File: src/rtl/ex_div_pkg.sv
// Shared definitions for the EX-stage iterative divider.
// Optional build macro used by ex_div_ctrl: EX_DIV_ZERO_FAST_EN.
package ex_div_pkg;

  // Divider control states
  typedef enum logic [1:0] {
    S_IDLE = 2'd0,
    S_BUSY = 2'd1,
    S_DONE = 2'd2
  } div_state_e;

  localparam int DIV_ITER = 32;
  localparam int CNT_W    = 6;

  // Two's-complement magnitude of a value that is negative when neg is set
  function automatic logic [31:0] mag32(input logic [31:0] v, input logic neg);
    return neg ? (~v + 32'd1) : v;
  endfunction

endpackage

File: src/rtl/div_restore_step.sv
// One restoring shift-subtract iteration of a 32-bit unsigned divide.
// The quotient register doubles as the dividend shift register: its MSB
// feeds the partial remainder and the new quotient bit enters at its LSB.
module div_restore_step
  import ex_div_pkg::*;
(
  input  logic [31:0] rem_in,
  input  logic [31:0] quo_in,
  input  logic [31:0] divisor,
  output logic [31:0] rem_out,
  output logic [31:0] quo_out
);

  logic [32:0] shifted;
  logic [32:0] diff;

  // Trial subtract; keep the difference only when it does not go negative
  always_comb begin
    shifted = {rem_in, quo_in[31]};
    diff    = shifted - {1'b0, divisor};
    if (!diff[32]) begin
      rem_out = diff[31:0];
      quo_out = {quo_in[30:0], 1'b1};
    end else begin
      rem_out = shifted[31:0];
      quo_out = {quo_in[30:0], 1'b0};
    end
  end

endmodule

File: src/rtl/ex_div_ctrl.sv
// EX-stage divider controller: stalls the EX stage while a 32-cycle restoring
// divide runs, then holds the result until MEM accepts it.
// Build macro EX_DIV_ZERO_FAST_EN: a zero divisor finishes in one cycle.
// Handshake: ex_ready_go is high whenever EX does not hold a divide, or the
// divide is in DONE; the hand-off happens in a cycle where ex_ready_go and
// mem_allowin are both high, and only then does DONE return to IDLE.
module ex_div_ctrl
  import ex_div_pkg::*;
(
  input  logic             clk,
  input  logic             resetn,
  input  logic             ex_valid,
  input  logic             ex_is_div,
  input  logic             ex_div_signed,
  input  logic             ex_div_mod,
  input  logic [31:0]      ex_div_src1,
  input  logic [31:0]      ex_div_src2,
  input  logic             mem_allowin,
  output logic             ex_ready_go,
  output logic [31:0]      div_result,
  output logic             div_busy,
  output div_state_e       dbg_state
);

`ifdef EX_DIV_ZERO_FAST_EN
  localparam logic ZERO_FAST = 1'b1;
`else
  localparam logic ZERO_FAST = 1'b0;
`endif

  localparam logic [31:0] ALL_ONES = 32'hFFFF_FFFF;

  div_state_e       state_q, state_d;
  logic [CNT_W-1:0] cnt_q, cnt_d;
  logic [31:0]      rem_q, rem_d;
  logic [31:0]      quo_q, quo_d;
  logic [31:0]      dvsr_q, dvsr_d;
  logic             q_neg_q, q_neg_d;
  logic             r_neg_q, r_neg_d;
  logic             mod_q, mod_d;
  logic             zero_q, zero_d;
  logic [31:0]      result_q, result_d;

  logic [31:0]      step_rem;
  logic [31:0]      step_quo;
  logic             start;
  logic             a_neg;
  logic             b_neg;
  logic [31:0]      q_final;
  logic [31:0]      r_final;

  div_restore_step u_step (
    .rem_in  (rem_q),
    .quo_in  (quo_q),
    .divisor (dvsr_q),
    .rem_out (step_rem),
    .quo_out (step_quo)
  );

  // Next-state, operand capture and result selection
  always_comb begin
    state_d  = state_q;
    cnt_d    = cnt_q;
    rem_d    = rem_q;
    quo_d    = quo_q;
    dvsr_d   = dvsr_q;
    q_neg_d  = q_neg_q;
    r_neg_d  = r_neg_q;
    mod_d    = mod_q;
    zero_d   = zero_q;
    result_d = result_q;

    start = ex_valid & ex_is_div;
    a_neg = ex_div_signed & ex_div_src1[31];
    b_neg = ex_div_signed & ex_div_src2[31];

    // A zero divisor forces an all-ones quotient regardless of signs; the
    // remainder naturally comes out as the dividend after sign restore.
    q_final = zero_q ? ALL_ONES : mag32(step_quo, q_neg_q);
    r_final = mag32(step_rem, r_neg_q);

    case (state_q)
      S_IDLE: begin
        cnt_d = '0;
        if (start) begin
          rem_d   = '0;
          quo_d   = mag32(ex_div_src1, a_neg);
          dvsr_d  = mag32(ex_div_src2, b_neg);
          q_neg_d = a_neg ^ b_neg;
          r_neg_d = a_neg;
          mod_d   = ex_div_mod;
          zero_d  = (ex_div_src2 == 32'd0);
          if (ZERO_FAST && (ex_div_src2 == 32'd0)) begin
            state_d  = S_DONE;
            result_d = ex_div_mod ? ex_div_src1 : ALL_ONES;
          end else begin
            state_d = S_BUSY;
          end
        end
      end
      S_BUSY: begin
        rem_d = step_rem;
        quo_d = step_quo;
        cnt_d = cnt_q + 1'b1;
        if (cnt_q == CNT_W'(DIV_ITER - 1)) begin
          state_d  = S_DONE;
          cnt_d    = '0;
          result_d = mod_q ? r_final : q_final;
        end
      end
      S_DONE: begin
        if (mem_allowin) begin
          state_d = S_IDLE;
        end
      end
      default: begin
        state_d = S_IDLE;
        cnt_d   = '0;
      end
    endcase
  end

  // State and datapath registers; reset discards any in-flight divide
  always_ff @(posedge clk) begin
    if (!resetn) begin
      state_q  <= S_IDLE;
      cnt_q    <= '0;
      rem_q    <= '0;
      quo_q    <= '0;
      dvsr_q   <= '0;
      q_neg_q  <= 1'b0;
      r_neg_q  <= 1'b0;
      mod_q    <= 1'b0;
      zero_q   <= 1'b0;
      result_q <= '0;
    end else begin
      state_q  <= state_d;
      cnt_q    <= cnt_d;
      rem_q    <= rem_d;
      quo_q    <= quo_d;
      dvsr_q   <= dvsr_d;
      q_neg_q  <= q_neg_d;
      r_neg_q  <= r_neg_d;
      mod_q    <= mod_d;
      zero_q   <= zero_d;
      result_q <= result_d;
    end
  end

  assign ex_ready_go = ~(ex_valid & ex_is_div) | (state_q == S_DONE);
  assign div_result  = result_q;
  assign div_busy    = (state_q != S_IDLE);
  assign dbg_state   = state_q;

endmodule
File: config.mk
export PLATFORM = sky130hd
export DESIGN_NAME = ex_div_ctrl
export DESIGN_NICKNAME = d
export VERILOG_FILES = /design/src/rtl/ex_div_pkg.sv /design/src/rtl/div_restore_step.sv /design/src/rtl/ex_div_ctrl.sv
export SDC_FILE = /design/constraint.sdc
export NUM_CORES = 1
export LEC_CHECK = 0
export BUFFER_PORTS_ARGS = -buffer_cell sky130_fd_sc_hd__buf_2
export CORE_MARGIN = 2
export CORE_UTILIZATION = 35
export CTS_BUF_LIST = sky130_fd_sc_hd__clkbuf_8
export DETAILED_ROUTE_END_ITERATION = 12
export GPL_TIMING_DRIVEN = 0
export PLACE_DENSITY = 0.6
export SYNTH_ARGS = -nofsm -noshare
export SYNTH_HDL_FRONTEND = slang
export SYNTH_SLANG_ARGS = --single-unit
File: constraint.sdc
create_clock -name clk -period 6.9 [get_ports clk]
set_input_delay 1.38 -clock clk [delete_from_list [all_inputs] [get_ports clk]]
set_output_delay 1.38 -clock clk [all_outputs]
set_load 0.05 [all_outputs]
==> impl_results.md <==
- Status: completed
- Setup TNS: 0 ns
- Worst-path clk slew: approximately 0.10 ns
- Die W: 183 um
- Element type at the critical path end: register
- DP HPWL: around 33 mm
- Max stage delay on crit path: between 0.5 and 0.6 ns
- RSZ-0062 raised after global routing: no
- Pre-Repair DR Iteration Count: 6
- Non-filler cells, final: roughly 2,000
- CTS resizes: 0
- CTS tree: done
- Required time worst endpoint: ~7.3 ns
- Layout cells sized above 1: 0.106
- Worst setup startpoint: quo_q[31]
- Slowest CP cell: or4_4
- Max Root-Sink Buffers: 2
- Post-synth EDFFs: 0
- # DRC: 0
- Final Hold Fails: 0
- Clock latency on the worst-skew pair: 0.48 ns
- Post-synthesis register bit count: 140
- FF-to-FF setup slack: about 0.64 ns
- Peak supply drop: roughly 130 uV
- Worst path bufs/invs: 2
- Area growth, synth to finish: 12.9%
- WL per Instance: between 15 and 20 um
- Met3 usage: 0.0489
- Die H: 183 um
- Cells after Synth: 1,494
- Startpoint Class: register
- # nets final: around 1,700
- CTS buffer count: 17
- Rel. slew slack: 0.350
- Final WL: 40.3 mm
- Min Tclk post-route: around 6.3 ns
- Clock Skew: roughly 0.019 ns
- Most common cell after layout, fill and taps aside: nand2_1
- Largest net degree at the start of global routing: 17
- Site Rows: between 60 and 70
- Worst Hold Launch: div_result[11]
- Ports: about 110
- Post-layout util: 0.400
- R2R cell count: 21
- Async S/R FF share, synth: 0
- Pwr per Cell Area: roughly 220 mW/mm2
- Crit path capture: div_result[28]
- Critical path type: reg -> reg
- CP arrival: around 6.7 ns
- Global routing usage on met1: 0.334
- H-tree depth: 4
- Synthesized net count: around 1,600
- Gpl congestion: 0.932
- WP depth: 21
- Netlist Area Pre-Place: 0.0112 mm2
- Max FO, Critical Path: 19
- First-pass GRT wire length: 62.1 mm
- Reg-to-reg endpoint: div_result[28]
- R2r startpoint: quo_q[31]
- PortBufs: about 110
- Final antenna-violating net count: 0
- CP top delay family: simple AND/OR/NAND/NOR gates
- Die area: approximately 0.033 mm2
- Grt met2 use: 0.370
- Initial antenna violation count: 0
- CTS sink cnt: 140
- Vias in the first global route: approximately 11,000
- Period utilisation layout: 0.908
- Fmax achieved: about 160 MHz
- Root buf cell: clkbuf_8
- Hold_buf cts: 0
- Slew Limit Fails: 0
- Max_cap viols: 0
- Sequential fraction of the synthesis area: 0.251
- Iter 0 DRT Violations: roughly 1,200
- Synth unique cells: 70
- Leakage: between 5 and 6 nW
- Vias per cell: about 6
- Mean area per synthesized cell: between 7 and 8 um2
- Initial Util: 0.355
- Crit path cell chain: inv_1 > ha_1 > fa_1 > nand2b_1 > a211o_1 > a211o_1 > a21oi_2 > o21a_1 > nor2_1 > clkinv_1 > ha_1 > nand2b_1 > or4_4 > or4_1 > or4_4 > or2_4 > o31ai_4 > xor2_1 > a221oi_1 > a21oi_2 > nor3_1
- GRT busiest layer: met2
- Most frequent cells in the layout: nand2_1, dfxtp_1, o21ai_0, buf_2, a21oi_1
- Dpl cells: approximately 2,000
- Core Box Area: 0.0315 mm2
- Setup violators final: 0
- Via count: between 10,000 and 15,000
- Aggregate global routing overflow: 0
- Synth warn: 0
- Setup repair bufs after CTS: 0
- Worst-Margin Slew: roughly 0.97 ns
- GRT Total Usage: 0.238
- Hold Path Class: reg -> reg
- Ys flop type: dfxtp_1
==> synthesized netlist by cell type (21+ instances only) <==
cell type    n  area [um2]
a21boi_0    27         203
a21oi_1     94         470
a22oi_1     34         255
and2_1      60         375
clkbuf_1    71         267
dfxtp_1    140        2800
ha_1        37         463
inv_1       54         203
nand2_1    153         574
nand3_1     71         355
nor2_1      80         300
nor3_1      45         225
nor4_1      21         131
o211a_1     34         340
o21ai_0    125         626
o31ai_1     23         173
xnor2_1     71         622
xor2_1      51         447
==> state kept, by name (all words and copies together) (netlist names) <==
register / count
quo_q: 32
q_neg_q: 1
dbg_state: 2
cnt_q: 6
zero_q: 1
mod_q: 1
r_neg_q: 1
rem_q: 32
dvsr_q: 32
div_result: 32
==> layout make-up <==
type	instances	area [um2]
fill	3321	18900
inverter	56	210
sequential	140	2800
tap	402	503
clock buffer	18	248
buffer	87	343
antenna	1	2.50
clock inverter	14	158
multi-input combinational	1210	7800
timing repair buffer	106	531
==> routing by layer <==
| layer | vias to the layer above | part of all wire | wire (um) |
|---|---|---|---|
| met5 | - | 0 | 0 |
| met4 | 0 | 0.019 | 777 |
| met3 | 53 | 0.082 | 3290 |
| met2 | 496 | 0.44 | 17700 |
| met1 | 5623 | 0.46 | 18500 |
| li1 | 5762 | - | - |
==> report_power, final <==
| part | leakage (nW) | internal [W] | total [W] | switching, W |
|---|---|---|---|---|
| sequential | 1.14 | 0.000839 | 0.000877 | 0.0000370 |
| clock | 0.209 | 0.000339 | 0.000724 | 0.000385 |
| combinational | 3.78 | 0.000388 | 0.00112 | 0.000733 |
==> logic make-up (layout without fill, tap and decap cells) <==
group,count (synthesis),count (layout),synth area share
AND/OR/NAND/NOR,530,530,0.237
AO/OA/AOI/OAI,497,497,0.301
buffers and inverters,144,281,0.0499
flip-flops,140,140,0.251
XOR/XNOR,122,122,0.0958
adder cells (fa/ha/maj),38,38,0.0433
multiplexers,23,23,0.0211
other,0,1,0
==> worst min-delay path, delay by kind of cell, from the launching register on <==
kind             cells  cell delay, ns
AO/OA/AOI/OAI        1            0.06
flip-flops           1            0.33
AND/OR/NAND/NOR      1            0.05
==> through the flow <==
| step | cell area (um2) | hold slack, ns | total power, W | worst slack [ns] |
|---|---|---|---|---|
| 2_1_floorplan | 11200 | 0.443 | 0.00166 | 1.55 |
| 3_3_place_gp | 12200 | 0.455 | 0.00198 | 0.379 |
| 3_5_place_dp | 12200 | 0.470 | 0.00199 | 0.328 |
| 4_1_cts | 12600 | 0.482 | 0.00270 | 0.284 |
| 5_1_grt | 12600 | 0.509 | 0.00286 | 0.146 |
| 6_report | 12600 | 0.483 | 0.00272 | 0.638 |
==> worst min path at each step <==
stage | to | slack (ns) | cells after the start
global placement | div_result[6] | 0.46 | 2
global route | dvsr_q[0] | 0.51 | 2
detailed placement | div_result[6] | 0.47 | 2
CTS | div_result[6] | 0.48 | 2
finish | div_result[11] | 0.48 | 2
floorplan | dvsr_q[31] | 0.44 | 2
Power figures use the tool's default switching activity.
